## config.mk

```make
export PLATFORM = sky130hd
export DESIGN_NAME = csr_uart_tx
export DESIGN_NICKNAME = d
export VERILOG_FILES = /design/src/rtl/csr_uart_tx.sv
export SDC_FILE = /design/constraint.sdc
export NUM_CORES = 1
export LEC_CHECK = 0
export BUFFER_PORTS_ARGS = -buffer_cell sky130_fd_sc_hd__buf_2
export CORE_AREA = 2 2 90 92
export DETAILED_ROUTE_END_ITERATION = 7
export DIE_AREA = 0 0 92 94
export PLACE_DENSITY = 0.95
export REMOVE_ABC_BUFFERS = 1
export SYNTH_ARGS = -nofsm -noshare
export SYNTH_HDL_FRONTEND = slang
export SYNTH_SLANG_ARGS = --single-unit
export TNS_END_PERCENT = 100
```

## constraint.sdc

```tcl
create_clock -name clk_i -period 7.29 [get_ports clk_i]
set_input_delay 1.0935 -clock clk_i [delete_from_list [all_inputs] [get_ports clk_i]]
set_output_delay 1.0935 -clock clk_i [all_outputs]
set_load 0.02 [all_outputs]
```

## src/rtl/csr_uart_tx.sv

```systemverilog
// CSR-mapped 8N1 UART transmitter with a 4-entry byte FIFO.
// The status register reports busy/full/overrun/count; overrun is sticky until written with bit 2 set.
module csr_uart_tx #(
    parameter logic [11:0] ADDR_DATA = 12'h7C0,
    parameter logic [11:0] ADDR_STAT = 12'h7C1,
    parameter int          BAUD_DIV  = 434
) (
    input  logic        clk_i,
    input  logic        reset_i,
    input  logic [11:0] cadr_i,
    input  logic        coe_i,
    input  logic        cwe_i,
    input  logic [63:0] cdat_i,
    output logic [63:0] cdat_o,
    output logic        cvalid_o,
    output logic        txd_o
);

    typedef enum logic [1:0] {IDLE, START, DATA, STOP} state_t;

    localparam logic [15:0] RELOAD = 16'(BAUD_DIV - 1);

    state_t      state_q, state_d;
    logic [7:0]  mem_q [4];
    logic [1:0]  wptr_q, rptr_q;
    logic [2:0]  count_q;
    logic        overrun_q;
    logic [15:0] baud_q, baud_d;
    logic [2:0]  bit_q, bit_d;
    logic [7:0]  shreg_q, shreg_d;
    logic        txd_q, txd_d;
    logic        pop;

    logic hit_data, hit_stat, busy, full, baud_done;
    logic push_req, push_ok, ovr_clr;
    logic unused_cdat;

    assign unused_cdat = ^cdat_i[63:8];

    assign hit_data  = (cadr_i == ADDR_DATA);
    assign hit_stat  = (cadr_i == ADDR_STAT);
    assign cvalid_o  = (hit_data | hit_stat) & (coe_i | cwe_i);
    assign busy      = (state_q != IDLE) | (count_q != 3'd0);
    assign full      = (count_q == 3'd4);
    assign baud_done = (baud_q == 16'd0);
    assign push_req  = cwe_i & hit_data;
    // A full FIFO still accepts a byte when the shifter drains one at the same edge.
    assign push_ok   = push_req & (~full | pop);
    assign ovr_clr   = cwe_i & hit_stat & cdat_i[2];
    assign txd_o     = txd_q;

    always_comb begin
        cdat_o = '0;
        if (coe_i && hit_stat) begin
            cdat_o[5:0] = {count_q, overrun_q, full, busy};
        end
    end

    always_ff @(posedge clk_i) begin
        if (reset_i) begin
            state_q <= IDLE;
        end else begin
            state_q <= state_d;
        end
    end

    always_comb begin
        state_d = state_q;
        baud_d  = baud_q;
        bit_d   = bit_q;
        shreg_d = shreg_q;
        pop     = 1'b0;
        case (state_q)
            IDLE: begin
                if (count_q != 3'd0) begin
                    pop     = 1'b1;
                    shreg_d = mem_q[rptr_q];
                    state_d = START;
                    baud_d  = RELOAD;
                end
            end
            START: begin
                if (baud_done) begin
                    state_d = DATA;
                    baud_d  = RELOAD;
                    bit_d   = 3'd0;
                end else begin
                    baud_d = baud_q - 16'd1;
                end
            end
            DATA: begin
                if (baud_done) begin
                    baud_d = RELOAD;
                    if (bit_q == 3'd7) begin
                        state_d = STOP;
                    end else begin
                        bit_d   = bit_q + 3'd1;
                        shreg_d = shreg_q >> 1;
                    end
                end else begin
                    baud_d = baud_q - 16'd1;
                end
            end
            STOP: begin
                if (baud_done) begin
                    // Chain straight into the next frame when more bytes are queued.
                    if (count_q != 3'd0) begin
                        pop     = 1'b1;
                        shreg_d = mem_q[rptr_q];
                        state_d = START;
                        baud_d  = RELOAD;
                    end else begin
                        state_d = IDLE;
                        baud_d  = 16'd0;
                    end
                end else begin
                    baud_d = baud_q - 16'd1;
                end
            end
            default: begin
                state_d = IDLE;
                baud_d  = 16'd0;
            end
        endcase

        txd_d = 1'b1;
        if (state_d == START) begin
            txd_d = 1'b0;
        end else if (state_d == DATA) begin
            txd_d = shreg_d[0];
        end
    end

    always_ff @(posedge clk_i) begin
        if (reset_i) begin
            wptr_q    <= 2'd0;
            rptr_q    <= 2'd0;
            count_q   <= 3'd0;
            overrun_q <= 1'b0;
            baud_q    <= 16'd0;
            bit_q     <= 3'd0;
            shreg_q   <= 8'd0;
            txd_q     <= 1'b1;
        end else begin
            baud_q  <= baud_d;
            bit_q   <= bit_d;
            shreg_q <= shreg_d;
            txd_q   <= txd_d;
            if (push_ok) begin
                wptr_q <= wptr_q + 2'd1;
            end
            if (pop) begin
                rptr_q <= rptr_q + 2'd1;
            end
            case ({push_ok, pop})
                2'b10:   count_q <= count_q + 3'd1;
                2'b01:   count_q <= count_q - 3'd1;
                default: count_q <= count_q;
            endcase
            if (push_req && !push_ok) begin
                overrun_q <= 1'b1;
            end else if (ovr_clr) begin
                overrun_q <= 1'b0;
            end
        end
    end

    always_ff @(posedge clk_i) begin
        if (!reset_i && push_ok) begin
            mem_q[wptr_q] <= cdat_i[7:0];
        end
    end

endmodule

```

==> results.md <==
* Power Density at 221 nW/µm²
* Fraction of registers with async set/reset at 0
* Post-CTS Setup Bufs at 0
* WS Path Type: flip-flop to flip-flop
* F_max at 253 MHz
* Post-cts resize count at 0
* Crit-path slowest cell: nor4b_1
* Multi-input gate area in the final layout at between 1500 and 2000 µm²
* Antenna cells at 0
* Cell variety after synth at 55
* Drt pass-1 iters at 7
* Syn Inst Count at 412
* Power Total at roughly 950 µW
* Detail Route Antenna Nets at 0
* HPWL after DPL at about 6000 µm
* Slew margin rel. at 0.202
* Synth warn at 0
* Top Ports at around 150
* Top delay family on crit path: simple AND/OR/NAND/NOR gates
* Register area share after synthesis at 0.433
* GRT Util Overall at 0.214
* Flops & latches, synth at 72
* Clock buffer depth at 2
* CP Launch Type: flip-flop
* H-tree depth at 3
* Cell Area, Synth at 4070 µm²
* Die width at 92 µm
* Post-route minimum period at around 3.9 ns
* Root buffer cell: clkbuf_8
* TritonCTS clock tree: yes
* Die area at 8650 µm²
* Crit end category: flip-flop
* Detailed Route Iter0 Violations at 291
* Worst slew pin tran at 1.19 ns
* Largest net degree at the start of global routing at 27
* Cells along the critical path: ha_1 -> nor4b_1 -> a41oi_1 -> nor2_1 -> nor2_1 -> nor4b_1 -> and2_1
* WL/cell at 16.0 µm
* Worst min path class: flip-flop to flip-flop
* Core area at ~7600 µm²
* Number of enable flip-flop cells after synthesis at 32
* Crit-path max cell delay at 0.66 ns
* Ys flop type: dfxtp_1
* Worst vdd rail ir drop at 0.206 mV
* Final-report max-slew violation count at 0
* Crit path DAT at 3.96 ns
* Fin. Hold Viols at 0
* Layout cells sized above 1 at 0.145
* FILL cells at 593
* P_leak at ~0.0016 µW
* WP data required at roughly 7.3 ns
* Unrepaired setup endpoints after global routing: no
* Via Count at about 3100
* Port Buffers at 31
* Status: finished, final reports clean
* Number of global-route vias before repair at 2922
* Area growth syn-to-layout at 5.54%
* Initial antenna violation count at 0
* # Max-Cap Violations at 0
* Fin nets at about 530
* Global-route wire length before repair at 14400 µm
* Gp weighted congestion at 0.792
* Cts-stage hold buffer count at 0
* DRC viols at 0
* Clock Latency Late Sink at between 0.3 and 0.4 ns
* Initial core utilization at 0.534
* Clock transition at path regs at 0.09 ns
* Setup Skew at 0.0185 ns
* Grt ovf at 0
* Final WL at 8690 µm
* Die H at 94 µm
* FP Rows at 32
* Total CTS buffers at 9
* Critical Path Fanout Max at 12
* Buf+Inv Stages, Crit Path at 0
* Final setup fails at 0
* Synth Area per Inst at 9.87 µm²
* Register Area at 1760 µm²
* Final period utilization at 0.541
* Clock sinks at 72
* Setup TNS after final layout at 0 ns
* Vias per cell at 5.73
==> per-layer routing <==
metal | global-route usage | vias to the layer above | routed length (µm)
li1 | - | 1404 | -
met1 | 0.240 | 1460 | 3340
met2 | 0.372 | 219 | 4340
met3 | 0.0514 | 32 | 646
met4 | 0.127 | 0 | 363
met5 | 0 | - | 0
==> worst min-delay path, stage by stage (launching register included) <==
cell     delay (ns)
dfxtp_1        0.33
nand2_1        0.06
a21oi_1        0.05
==> where the power goes <==
group	switching, µW	internal [µW]	leakage, µW	total, µW
registers	8.24	426	0.000610	434
logic	94.6	40.8	0.000891	135
clock network	176	201	0.000116	377
total	279	668	0.00162	946
==> metrics by stage <==
stage | cell area, µm² | utilization | setup slack (ns) | std cells | hold WS (ns)
global placement | 4060 | 0.533 | 3.65 | 528 | 0.443
global route | 4290 | 0.564 | 3.06 | 544 | 0.508
floorplan | 3770 | - | 3.77 | 395 | 0.430
CTS | 4290 | 0.564 | 3.44 | 544 | 0.486
detailed placement | 4060 | 0.533 | 3.55 | 528 | 0.457
finish | 4290 | 0.564 | 3.34 | 544 | 0.485
==> logic make-up (layout without fill, tap and decap cells) <==
group | count (synthesis) | count (layout) | share of synthesized area
AOI/OAI and AO/OA | 67 | 67 | 0.0951
and+or+nand+nor | 149 | 149 | 0.209
muxes | 10 | 10 | 0.0496
buffers and inverters | 83 | 56 | 0.133
DFF | 72 | 72 | 0.433
other | 1 | 58 | 0.000922
xor gates and xnor gates | 16 | 16 | 0.0345
adders and majority gates | 14 | 14 | 0.0449
==> synthesized netlist by cell type (2+ instances only) <==
library cell / number / share of area
a211oi_1: 3 / 0.0055
a21o_1: 2 / 0.0037
a21oi_1: 37 / 0.046
a31oi_1: 2 / 0.0031
and2_1: 7 / 0.011
buf_4: 58 / 0.11
clkbuf_1: 13 / 0.012
dfxtp_1: 40 / 0.20
edfxtp_1: 32 / 0.24
ha_1: 13 / 0.040
inv_1: 9 / 0.0083
mux4_2: 8 / 0.044
nand2_1: 34 / 0.031
nand2b_1: 4 / 0.0062
nand3_1: 9 / 0.011
nand3b_1: 3 / 0.0055
nand4_1: 4 / 0.0062
nand4b_1: 3 / 0.0065
nor2_1: 37 / 0.034
nor3_1: 9 / 0.011
nor3b_1: 2 / 0.0037
nor4_1: 7 / 0.011
nor4_4: 2 / 0.010
nor4b_1: 4 / 0.0086
o21a_1: 2 / 0.0037
o21ai_0: 13 / 0.016
or3_1: 10 / 0.015
or4_1: 4 / 0.0074
xnor2_1: 11 / 0.024
xor2_1: 5 / 0.011
==> worst paths after layout <==
check	from	endpoint	slack, ns	cells after the start
worst max register to register	state_q[1]	mem_q[0][6]	3.34	7
worst min register to register	shreg_q[5]	shreg_q[5]	0.49	2
worst max-delay path	state_q[1]	mem_q[0][6]	3.34	7
worst min-delay path	shreg_q[5]	shreg_q[5]	0.49	2
==> state kept, by name (all words and copies together) (netlist names), named ones only <==
| signal | flops |
|---|---|
| baud_q | 16 |
| bit_q | 3 |
| count_q | 3 |
| mem_q | 32 |
| overrun_q | 1 |
| rptr_q | 2 |
| shreg_q | 8 |
| state_q | 2 |
| txd_o | 1 |
| wptr_q | 2 |
==> cell type report <==
type                            count  area share
Multi-Input combinational cell    314       0.461
Sequential cell                    72       0.411
Timing Repair Buffer               31      0.0362
Tap cell                          102      0.0297
Clock buffer                        9      0.0289
Clock inverter                      7      0.0257
Inverter                            9     0.00787
==> placed cells by master (no fill, tap or decap), types with 7 or more instances in the layout <==
master    Yosys  routed
conb_1        1      58
dfxtp_1      40      40
nor2_1       37      37
a21oi_1      37      37
nand2_1      34      34
edfxtp_1     32      32
buf_2         1      31
o21ai_0      13      13
ha_1         13      13
xnor2_1      11      11
or3_1        10      10
inv_1         9       9
nor3_1        9       9
nand3_1       9       9
clkbuf_8      0       9
mux4_2        8       8
and2_1        7       7
nor4_1        7       7
(Power assumes the default switching activity.)
